<file path="config.mk">
export PLATFORM = sky130hd
export DESIGN_NAME = gf2_polydiv
export DESIGN_NICKNAME = d
export VERILOG_FILES = /design/src/rtl/gf2_polydiv.sv
export SDC_FILE = /design/constraint.sdc
export NUM_CORES = 1
export LEC_CHECK = 0
export CAP_MARGIN = 5
export CORE_MARGIN = 2
export CORE_UTILIZATION = 55
export CTS_CLUSTER_DIAMETER = 200
export DETAILED_ROUTE_END_ITERATION = 10
export GPL_TIMING_DRIVEN = 0
export PLACE_DENSITY = 0.89
export SLEW_MARGIN = 15
export SYNTH_ARGS = -nofsm -noshare
export SYNTH_HDL_FRONTEND = slang
export SYNTH_SLANG_ARGS = --single-unit
</file>
<file path="constraint.sdc">
create_clock -name clk -period 17.7 [get_ports clk]
set_input_delay 3.54 -clock clk [delete_from_list [all_inputs] [get_ports clk]]
set_output_delay 3.54 -clock clk [all_outputs]
set_load 0.005 [all_outputs]
</file>
<file path="src/rtl/gf2_polydiv.sv">
// Iterative GF(2)[x] polynomial divider (quotient and remainder), BPC dividend bits per cycle.
// Optional GF2DIV_EARLY_EXIT_EN: finishes in one cycle when deg(A') < deg(B').
module gf2_polydiv #(
    parameter int XLEN = 64,
    parameter int BPC  = 1
) (
    input  logic            clk,
    input  logic            reset,
    input  logic            Start,
    input  logic            Flush,
    input  logic            W64,
    input  logic [XLEN-1:0] A,
    input  logic [XLEN-1:0] B,
    output logic            Busy,
    output logic            Done,
    output logic [XLEN-1:0] Quot,
    output logic [XLEN-1:0] Rem
);
    localparam int DW = $clog2(XLEN);
    localparam int CW = $clog2(XLEN + 1);
    localparam logic [XLEN-1:0] LO32 = XLEN'(64'hFFFF_FFFF);

    typedef enum logic [1:0] {S_IDLE, S_BUSY, S_DONE} state_t;

    state_t          r_state, w_next;
    logic [XLEN-1:0] r_a, r_b, r_w, r_q;
    logic [DW-1:0]   r_d;
    logic [CW-1:0]   r_cnt;
    logic            r_w64;

    logic            w_w64, w_accept, w_fast;
    logic [XLEN-1:0] w_a, w_b, w_an, w_wn, w_qn;
    logic [DW-1:0]   w_db;
    logic [CW-1:0]   w_n;

    function automatic logic [XLEN-1:0] sx(input logic [XLEN-1:0] v, input logic en);
        sx = v;
        if (en)
            for (int i = 32; i < XLEN; i++) sx[i] = v[31];
    endfunction

    assign w_w64    = (XLEN == 64) && W64;
    assign w_a      = w_w64 ? (A & LO32) : A;
    assign w_b      = w_w64 ? (B & LO32) : B;
    assign w_n      = w_w64 ? CW'(32 / BPC) : CW'(XLEN / BPC);
    assign w_accept = Start && !Flush && (r_state == S_IDLE || r_state == S_DONE);

    always_comb begin
        w_db = '0;
        for (int i = 0; i < XLEN; i++)
            if (w_b[i]) w_db = DW'(i);
    end

`ifdef GF2DIV_EARLY_EXIT_EN
    logic [DW-1:0] w_da;
    always_comb begin
        w_da = '0;
        for (int i = 0; i < XLEN; i++)
            if (w_a[i]) w_da = DW'(i);
    end
    assign w_fast = (w_b == '0) || (w_a == '0) || (w_da < w_db);
`else
    assign w_fast = (w_b == '0);
`endif

    // r_a is left-aligned so the next dividend bit is always the MSB; W stays below 2^d.
    always_comb begin
        w_an = r_a;
        w_wn = r_w;
        w_qn = r_q;
        for (int k = 0; k < BPC; k++) begin
            w_wn = {w_wn[XLEN-2:0], w_an[XLEN-1]};
            w_an = w_an << 1;
            w_qn = w_qn << 1;
            if (w_wn[r_d]) begin
                w_wn    = w_wn ^ r_b;
                w_qn[0] = 1'b1;
            end
        end
    end

    always_ff @(posedge clk or posedge reset) begin
        if (reset) r_state <= S_IDLE;
        else       r_state <= w_next;
    end

    always_comb begin
        w_next = r_state;
        Busy   = (r_state == S_BUSY);
        Done   = (r_state == S_DONE);
        case (r_state)
            S_IDLE, S_DONE: w_next = w_accept ? (w_fast ? S_DONE : S_BUSY) : S_IDLE;
            S_BUSY:         if (r_cnt == CW'(1)) w_next = S_DONE;
            default:        w_next = S_IDLE;
        endcase
        if (Flush) w_next = S_IDLE;
    end

    always_ff @(posedge clk or posedge reset) begin
        if (reset) begin
            r_a   <= '0;
            r_b   <= '0;
            r_w   <= '0;
            r_q   <= '0;
            r_d   <= '0;
            r_cnt <= '0;
            r_w64 <= 1'b0;
            Quot  <= '0;
            Rem   <= '0;
        end else if (w_accept) begin
            r_a   <= w_w64 ? (w_a << (XLEN - 32)) : w_a;
            r_b   <= w_b;
            r_d   <= w_db;
            r_w   <= '0;
            r_q   <= '0;
            r_cnt <= w_n;
            r_w64 <= w_w64;
            if (w_fast) begin
                Quot <= '0;
                Rem  <= sx(w_a, w_w64);
            end
        end else if (r_state == S_BUSY && !Flush) begin
            r_a   <= w_an;
            r_w   <= w_wn;
            r_q   <= w_qn;
            r_cnt <= r_cnt - CW'(1);
            if (r_cnt == CW'(1)) begin
                Quot <= sx(w_qn, r_w64);
                Rem  <= sx(w_wn, r_w64);
            end
        end else if (Flush) begin
            r_cnt <= '0;
        end
    end
endmodule
</file>
# Word level (Yosys, flattened, before mapping)
# Cells that the tools add are included.
[op_classes]
multipliers = 0
n_mux = 96
n_addsub = 1
n_lt_le_gt_ge = 1
bitwise = 1
n_eq_ne = 5
n_reduce_logical = 12
shifts = 0
n_div = 0
[op_table]
columns = ["op", "count"]
rows = [
  ["64-bit 2-to-1 mux", 14],
  ["6-bit 2-to-1 mux", 56],
  ["63-bit 2-to-1 mux", 4],
  ["32-bit 2-to-1 mux", 3],
  ["64-bit zero test", 1],
  ["64-bit XOR", 1],
  ["7-bit 2-to-1 mux", 4],
  ["2-bit 2-to-1 mux", 6],
  ["3-bit 2-to-1 mux", 4],
  ["7-bit by 1-bit == test with 1-bit output (second input constant)", 1],
  ["6-bit by 7-bit less-than comparator with 1-bit output (second input constant)", 1],
  ["7-bit by 1-bit subtractor with 7-bit output (second input constant)", 1],
  ["1-bit binary-select mux with 6-bit select", 1],
  ["2-bit case mux with 2 select lines", 1],
  ["2-bit nonzero test", 2],
  ["1-bit logical AND", 3],
  ["1-bit 2-to-1 mux", 3],
  ["3-bit by 2-bit inequality test with 1-bit output (second input constant)", 1],
  ["3-bit AND reduction", 1],
  ["3-bit nonzero test", 1],
  ["2-bit by 1-bit == test with 1-bit output (second input constant)", 1],
  ["2-bit == test (second input constant)", 1],
  ["2-bit zero test", 1],
  ["2-bit by 1-bit inequality test with 1-bit output (second input constant)", 1],
  ["3 further kinds", 3],
]
[totals]
elab_cells = 126
register_bits = 398
ramBits = 0
n_memories = 0
output_inout_bits = 130
latch_bits = 0
in_bits = 133
mem_bits_ro = 0

# Logic depth before layout (Yosys ltp)
# Gate-level depths: netlist of run 1.
[depth]
depth_word = 64
mapped_depth = 12
ltp_nobuf = 9

# Worst setup path after synthesis of run 1
# Ideal clock, no wire load.
[synth_timing]
path_type = "input to register"
startpoint = "input B[32]"
endpoint = "register Quot[40]"
n_path_buf = 3
t_required_ns = 17.563
slack_ns = 12.056
setup_ns = 0.137
arrival_ns = 5.507
stages = 11
cell_sequence = "nor4_1 > a41oi_1 > nor4_1 > nand3_1 > nor2_1 > nor2_1 > inv_1 > buf_2 > buf_2 > buf_1 > a21oi_1"
[synth_via]
elab_chain_cells = 4
[synth_lines]
columns = ["item", "line_no", "text"]
rows = [
  ["start: declaration", "13", "input logic [XLEN-1:0] B,"],
  ["64-bit 2-to-1 mux", "44", "assign w_b = w_w64 ? (B & LO32) : B;"],
  ["64-bit zero test", "63", "assign w_fast = (w_b == '0);"],
  ["2-bit by 1-bit inequality test with 1-bit output (no source line)", "--", ""],
  ["3-bit AND reduction (no source line)", "--", ""],
  ["end signal: assignment", "128", "Quot <= sx(w_qn, r_w64);"],
  ["end: declaration", "16", "output logic [XLEN-1:0] Quot,"],
]
# No other way between the ends.
# A chain may end at the register's enable or synchronous reset.

# Worst setup path after layout of run 1
[layout_timing]
startpoint = "input B[45]"
endpoint = "register Quot[39]"
# Same word-level chain as after synthesis.

==> out/summary.txt, run 1 <==
Pwr/cell area: 136 nW/um^2
Antenna viol nets, final: 0
Layout cell share with drive strength beyond 1: 0.0450
Post-synth ARST share: 1.00
Post_cts resized: 0
First-pass GRT wire length: 98.9 mm
Crit path time final: 7.02 ns
Final setup violation count: 0
Synth top area cells: dfrtp_1 (54%), nand2_1 (9.1%), a21oi_1 (4.8%), a31oi_1 (3.4%), a22o_1 (3.1%)
Ys Warns: 0
CP max stage cell: clkdlybuf4s50_1
Pre-CTS setup slack: 10.32 ns
Placed Instances: 2,731
Flops & latches, synth: 398
Yosys top cell by area: dfrtp_1
Fin nets: 2,461
Total number of vias: 17,600
Share of the synthesized area in the top cell type: 0.539
Crit path buffers/inverters: 5
Longest Clk Path Bufs: 3
Detailed placer's ending HPWL: 47.3 mm
Met3 WL post-DR: 7.53 mm
Total power draw: 3.17 mW
Post CTS Setup Buffer Count: 0
Startpoint types: input port
Port bufs: 262
Synth Cell Area: 18,500 um^2
Critical Path RT: 18.10 ns
Skew final: 0.0213 ns
Initial Util: 0.556
Initial antenna violation count: 3
Final GP Congestion: 0.975
Vias in the first global route: 17,300
Full die area: 35,100 um^2
Setup CP Type: in2reg
CP delay by family, top: buffers and inverters
Total gr overflow: 0
DRC violations left: 0
Most frequent cell after synthesis: nand2_1
Number of enable flip-flop cells after synthesis: 0
Boundary Pins: 263
H-tree lvl count: 2
Pre-antenna DRT Iters: 6
Row count: 67
Multi-input logic area: 7820 um^2
Die Height: 187 um
F_max: 142 MHz
TritonCTS Buffers: 41
Hold Path Class: reg2reg
Crit-path max cell delay: 0.53 ns
Min-Delay Path Depth: 2
Critical Path Sink Type: flop
Synth-to-Final Area Change: 25.7%
WL/cell: 23.0 um
Met2 Wirelength: 28.8 mm
Top FF cell, synth: dfrtp_1
Cells after synthesis: 2,016
Status: complete, no violations
Sequential cell area: 9960 um^2
Final cell count without fillers: 2,807
CTS tree: built
Seq/Total Area, Yosys: 0.539
CTS Sinks: 398
Critical path depth: 12
Worst-Margin Slew: 1.23 ns
Net Count, Synth: 2,151
CP max FO: 10
Synth top cells by count: nand2_1 (449), dfrtp_1 (398), a21oi_1 (177)
CTS hold repair buffers: 0
Synth Area per Inst: 9.17 um^2
Hold Vio Cnt, Final: 0
Core outline area: 33,300 um^2
Root Driver: clkbuf_16
Final instance area: 23,200 um^2
Die X: 187 um
Top layer in use: met5
Final WL: 64.7 mm
Placed Area: 21,800 um^2
Largest net degree at the start of global routing: 95
Tcrit/Tclk final: 0.396
Post-layout util: 0.698
Number of library cell types mapped by synthesis: 54
Iter 0 DRT Violations: 2,360
Worst-Skew Late Latency: 0.56 ns
Clk pin slew, worst setup/hold paths: 0.06 ns
Slew Limit Fails: 0
Slew Limit Headroom: 0.181
RSZ-0062 raised after global routing: no
Setup ws final: 10.68 ns
Via density: 6.26
R2R cell count: 10
Leakage: 9.85 nW
Fill cell count: 2,429
Worst-case vdd ir drop: 0.0924 mV
Met1 Wirelength: 24.6 mm
Critical Path AT: 7.42 ns
Total global routing track utilization: 0.366
Worst path cell trace: clkdlybuf4s50_1, nor4_1, a41oi_1, nor4_1, nand3_1, nor2_1, nor2_1, inv_1, buf_2, buf_2, buf_1, a21oi_1
Max cap viols: 0
==> per-stage QoR <==
stage	hold slack [ns]	TNS (ns)
2_1_floorplan	0.438	0
3_3_place_gp	0.454	-417.67
3_5_place_dp	0.456	0
4_1_cts	0.471	0
5_1_grt	0.499	0
6_report	0.467	0
==> flip-flops by register name (all words and copies together) (netlist names) <==
name     count
Quot        64
r_q         63
r_w         63
r_b         64
r_a         64
r_state      2
r_d          6
Rem         64
r_w64        1
r_cnt        7
==> kinds of logic after synthesis <==
kind of cell | synth area share
AOI/OAI and AO/OA | 0.185
adders and majority gates | 0.00135
buffers and inverters | 0.0385
xor gates and xnor gates | 0.0303
muxes | 0.0194
and+or+nand+nor | 0.187
DFF | 0.539
==> cell usage in the layout (no fill, tap or decap), types with 3 or more instances in the layout <==
cell type and count:
nor2b_1 44, buf_4 3, dfrtp_1 398, o21bai_1 4, nand3_1 62, a22o_1 66
o31ai_1 8, clkinv_2 3, buf_16 4, clkdlybuf4s50_1 262, buf_2 11, mux4_2 15
nand2b_1 5, nor3_1 41, or3_1 32, o22ai_1 3, clkbuf_1 139, a2111oi_0 4
buf_6 3, a21oi_1 177, diode_2 4, xor2_1 62, nor2_1 143, o21ai_0 97
bufinv_16 4, buf_1 16, inv_1 15, a211oi_1 66, clkbuf_8 11, nand2_1 449
o41ai_1 4, and3_1 5, nor4_1 21, a31oi_1 100, clkbuf_16 42
==> final timing paths <==
path,start,to,slack [ns]
max,B[45],Quot[39],10.68
min,r_b[51],r_b[51],0.47
max reg2reg,r_d[1],Rem[39],13.55
min reg2reg,r_b[51],r_b[51],0.47
max in group asynchronous,reset,r_b[27],12.62
min in group asynchronous,reset,Quot[46],3.44
==> per-layer routing <==
layer,GRT usage,vias to the layer above
li1,-,7673
met1,0.487,8492
met2,0.554,1170
met3,0.0944,241
met4,0.196,2
met5,0.0165,-
==> report_power, final <==
part	leakage [nW]	switching, mW	internal (mW)
clock network	0.696	0.370	0.542
logic	3.99	0.488	0.438
registers	5.16	0.189	1.14
==> tightest hold or removal path: stages (launching register included) <==
cell     delay [ns]
dfrtp_1        0.34
nand2_1        0.05
nand2_1        0.04
==> final cells by class <==
class / count / area share
plain buffers: 162 / 0.0279
clock inverters: 10 / 0.00776
repair buffers: 267 / 0.118
multi-input cells: 1439 / 0.337
inverters: 17 / 0.00307
clock buffers: 62 / 0.0532
diodes: 4 / 0.000431
flip-flops and latches: 398 / 0.429
well taps: 448 / 0.0241
Power figures use the tool's default switching activity.
==> run 2: changes to the inputs <==
CORE_UTILIZATION = 50   (was 55)
PLACE_DENSITY = 0.86   (was 0.89)
clock period = 5.76 ns   (was 17.7 ns; I/O delays follow)
==> run 2 against run 1 <==
Critical endpoint is now Quot[43]. Sequential share of layout area fell by 0.23 points. Power rose to 3.1 times the previous value. Utilization fell by 5.9 points. Setup slack got worse by 9.7 ns. Cell area rose by 0.54%. Hold slack improved by 0.0048 ns.
==> out/summary.txt, run 2 (synthesized netlist as in run 1, its figures left out) <==
Vias in the first global route: 16,900
Switch Pwr: 3.21 mW
Worst-case vdd ir drop: 0.259 mV
Iter 0 DRT Violations: 2,227
Critical Path AT: 5.13 ns
Most frequent cells in the layout: nand2_1 (449), dfrtp_1 (398), clkdlybuf4s50_1 (262)
Synth-to-Final Area Change: 26.3%
Critical path depth: 12
Beginning of the critical path: B[32]
TritonCTS Buffers: 41
Boundary Pins: 263
RSZ-0062 raised after global routing: no
Root Driver: clkbuf_16
CP max FO: 10
Crit path time final: 4.74 ns
R2R Path Start: r_d[1]
Int Pwr: 6.49 mW
Hold Path Class: reg2reg
Die Height: 196 um
CP max stage cell: nor4_1
Leakage: 9.89 nW
Placed Area: 22,000 um^2
CTS tree: built
Initial antenna violation count: 2
Net Sw Frac: 0.331
Largest net degree at the start of global routing: 40
Clk pin slew, worst setup/hold paths: 0.06 ns
Via density: 6.20
Crit-path max cell delay: 0.59 ns
Fin nets: 2,469
Clock power share: 0.284
Status: complete, no violations
Final GP Congestion: 1.01
WL/cell: 22.8 um
Power share of the combinational group: 0.295
Total global routing track utilization: 0.334
Post_cts resized: 0
Total power draw: 9.69 mW
CP delay by family, top: buffers and inverters
DRC violations left: 0
Core outline area: 36,500 um^2
Final cell count without fillers: 2,833
Slew Limit Fails: 0
Critical Path Sink Type: flop
Pwr/cell area: 415 nW/um^2
Critical Path End: Quot[43]
Placed Instances: 2,759
Max cap viols: 0
R2R cell count: 11
Most common cell after layout, fill and taps aside: nand2_1
Reg2reg end: Rem[12]
CTS Sinks: 398
Row count: 70
Longest Clk Path Bufs: 3
Crit path buffers/inverters: 5
Port bufs: 262
Setup CP Type: in2reg
H-tree lvl count: 2
Total number of vias: 17,600
Die X: 196 um
Hold Vio Cnt, Final: 0
Worst path cell trace: clkdlybuf4s50_1, nor4_1, a41oi_1, nor4_1, nand3_1, nor2_1, nor2_1, inv_1, buf_2, buf_2, buf_1, a21oi_1
Final setup violation count: 0
CTS hold repair buffers: 0
Antenna viol nets, final: 0
Layout cell share with drive strength beyond 1: 0.0487
Initial Util: 0.506
Worst reg2reg setup slack: 1.74 ns
Pre-antenna DRT Iters: 9
Slew Limit Headroom: 0.165
Full die area: 38,500 um^2
F_max: 211 MHz
Post CTS Setup Buffer Count: 0
Setup TNS: 0 ns
Detailed placer's ending HPWL: 47.7 mm
Critical Path RT: 6.15 ns
Final WL: 64.6 mm
Skew final: 0.0225 ns
Final instance area: 23,400 um^2
Total gr overflow: 0
Startpoint types: input port
Sequential Power Share: 0.421
Tcrit/Tclk final: 0.823
Worst-Skew Late Latency: 0.56 ns
Worst-Margin Slew: 1.25 ns
First-pass GRT wire length: 98.6 mm
[run 2: changes by cell type in the layout (fill, tap and decap cells not counted)]
cell        change
diode_2         -2
inv_8           -1
clkinv_2        +2
buf_12         +11
inv_6           +1
clkinvlp_4      +1
buf_16          -3
inv_16          -1
clkinv_8        +1
clkbuf_16       -1
clkbuf_8        -1
clkbuf_1        -1
[run 2: final cells by class]
type,count,area (um^2)
Clock inverter,13,195
Fill cell,2927,13200
Multi-Input combinational cell,1439,7820
Inverter,17,67.6
Tap cell,468,586
Antenna cell,2,5.00
Clock buffer,59,1190
Buffer,162,648
Sequential cell,398,9960
Timing Repair Buffer,275,2880
[run 2: power groups by stage]
stage,registers [mW],logic [mW],clock network (mW)
after floorplan,3.94,1.45,0
after global placement,4.05,2.69,0
after detailed placement,4.08,2.80,0
after CTS,4.05,2.83,2.76
after global routing,4.14,3.10,2.89
final,4.08,2.86,2.75
[run 2: metal layers]
layer / global-route usage / vias up / share of wire
met2: 0.505 / 1084 / 0.44
met3: 0.0736 / 215 / 0.11
li1: - / 7678 / -
met1: 0.456 / 8585 / 0.39
met5: 0 / - / 0
met4: 0.168 / 0 / 0.056
[run 2: worst min path at each step]
stage | startpoint | endpoint | slack, ns | cells past startpoint
final | r_b[62] | r_b[62] | 0.47 | 2
after global routing | r_b[20] | r_b[20] | 0.49 | 2
after CTS | r_b[62] | r_b[62] | 0.47 | 2
after detailed placement | r_b[62] | r_b[62] | 0.46 | 2
after global placement | r_b[32] | r_b[32] | 0.45 | 2
after floorplan | r_b[32] | r_b[32] | 0.44 | 2
[run 2: stage by stage]
step                      hold WS (ns)   util  setup WS [ns]
after global placement           0.453  0.594          -3.10
final                            0.472  0.640           1.02
after global routing             0.492  0.640          0.885
after floorplan                  0.438      -         -0.750
after CTS                        0.471  0.639           1.18
after detailed placement         0.456  0.601          0.673
[run 2: worst min-delay path, stage by stage (launching register included)]
cell and delay [ns]:
dfrtp_1 0.34, nand2_1 0.05, nand2_1 0.05
==> run 3: changes to the inputs <==
clock period = 4 ns   (was 5.76 ns; I/O delays follow)
==> run 3 against run 2 <==
Routed wire length grew 0.23%. Setup slack worse by 0.96 ns. Sequential power grew 44%. Critical path depth did not move. Utilization is 0.13 points higher. Cell count did not move. Via count increased by 0.40%. Clock skew increased by 0.00088 ns.
==> out/summary.txt, run 3 (synthesized netlist as in run 1, its figures left out) <==
Iter 0 DRT Violations: 2,120
Net Sw Frac: 0.332
Total number of vias: 17,600
F_max: 254 MHz
Fin nets: 2,469
WL/cell: 22.8 um
Slew Limit Fails: 0
CTS tree: built
Crit path time final: 3.94 ns
Clock power share: 0.284
Detailed placer's ending HPWL: 47.7 mm
CTS hold repair buffers: 0
Pre-antenna DRT Iters: 7
Row count: 70
Skew final: 0.0233 ns
Status: complete, no violations
Final cell count without fillers: 2,833
Placed Area: 22,000 um^2
TritonCTS Buffers: 41
Via density: 6.22
Vias in the first global route: 16,900
Power share of the combinational group: 0.296
Leakage: 9.92 nW
Full die area: 38,500 um^2
Int Pwr: 9.35 mW
Critical Path Sink Type: flop
Most common cell after layout, fill and taps aside: nand2_1
Max cap viols: 0
Hold Vio Cnt, Final: 0
Final WL: 64.7 mm
H-tree lvl count: 2
Total gr overflow: 0
Port bufs: 262
Final instance area: 23,400 um^2
Slew Limit Headroom: 0.159
Core outline area: 36,500 um^2
Setup CP Type: in2reg
Worst-Skew Late Latency: 0.56 ns
First-pass GRT wire length: 98.8 mm
Pwr/cell area: 597 nW/um^2
Antenna viol nets, final: 0
Longest Clk Path Bufs: 3
Tcrit/Tclk final: 0.985
Die X: 196 um
Clk pin slew, worst setup/hold paths: 0.06 ns
Worst-Margin Slew: 1.26 ns
Boundary Pins: 263
CTS Sinks: 398
CP max FO: 10
Critical Path AT: 4.35 ns
RSZ-0062 raised after global routing: no
Post CTS Setup Buffer Count: 0
Root Driver: clkbuf_16
Initial antenna violation count: 2
Fill cell count: 2,927
Hold Path Class: reg2reg
Switch Pwr: 4.64 mW
Sequential Power Share: 0.420
Initial Util: 0.506
DRC violations left: 0
Final GP Congestion: 1.01
Placed Instances: 2,759
Post-layout util: 0.641
Die Height: 196 um
Largest net degree at the start of global routing: 40
Critical Path RT: 4.41 ns
Synth-to-Final Area Change: 26.6%
Layout cell share with drive strength beyond 1: 0.0537
Startpoint types: input port
Final setup violation count: 0
Worst-case vdd ir drop: 0.373 mV
Most frequent cells in the layout: nand2_1 (449), dfrtp_1 (398), clkdlybuf4s50_1 (262)
WHS: 0.471 ns
Total global routing track utilization: 0.334
## run 3: cell types whose count changed in the layout (fill, tap and decap cells not counted), moves of 3 or more
| cell | previous run | this run |
|---|---|---|
| clkbuf_1 | 138 | 135 |
| nor4_2 | 0 | 5 |
| nor4_1 | 21 | 16 |
| buf_1 | 16 | 13 |
| clkbuf_2 | 0 | 4 |
## run 3: final cells by class
type / instances / area (um^2) / area share
sequential: 398 / 9960 / 0.426
multi-input combinational: 1439 / 7860 / 0.336
timing repair buffer: 275 / 2880 / 0.123
clock buffer: 59 / 1190 / 0.0510
buffer: 162 / 658 / 0.0281
tap: 468 / 586 / 0.0250
clock inverter: 13 / 195 / 0.00834
inverter: 17 / 67.6 / 0.00289
antenna: 2 / 5.00 / 0.000214
## run 3: metal layers
layer / up-vias / routed length, um / track usage
li1: 7686 / - / -
met1: 8609 / 25400 / 0.456
met2: 1130 / 28700 / 0.506
met3: 207 / 7010 / 0.0743
met4: 0 / 3610 / 0.169
met5: - / 0 / 0
## run 3: worst paths after layout
| check | end | start | cells after the start | slack (ns) |
|---|---|---|---|---|
| setup / recovery | Quot[43] | W64 | 12 | 0.06 |
| hold / removal | r_b[62] | r_b[62] | 2 | 0.47 |
| setup reg to reg | Rem[41] | r_d[1] | 11 | 0.09 |
| hold reg to reg | r_b[62] | r_b[62] | 2 | 0.47 |
| max in group asynchronous | r_b[56] | reset | 6 | 2.24 |
| min in group asynchronous | Quot[41] | reset | 2 | 0.55 |
## run 3: power groups by stage
stage	logic (mW)	clock network, mW	registers (mW)
after floorplan	2.09	0	5.68
after global placement	3.87	0	5.84
after detailed placement	4.03	0	5.87
after CTS	4.08	3.97	5.83
after global routing	4.48	4.16	5.96
final	4.14	3.97	5.87
## run 3: repair_timing
item	CTS	global route
setup endpoints to repair	38	83
resized for setup	4	12
gates cloned	0	0
## run 3: critical path: stages
cell and delay (ns):
clkdlybuf4s50_1 0.52, clkbuf_1 0.58, a41oi_1 0.22, nor4_2 0.44, nand3_1 0.24, nor2_1 0.15
nor2_1 0.11, inv_1 0.08, buf_2 0.39, buf_2 0.39, buf_2 0.31, a21oi_1 0.12
## run 3: metrics by stage
stage	total power, mW	TNS, ns	setup WS (ns)
6_report	14.0	0	0.0606
5_1_grt	14.6	0	0.0238
4_1_cts	13.9	0	0.0101
3_5_place_dp	9.90	-50.17	-0.735
3_3_place_gp	9.71	-1864.23	-4.51
2_1_floorplan	7.76	-858.80	-2.16
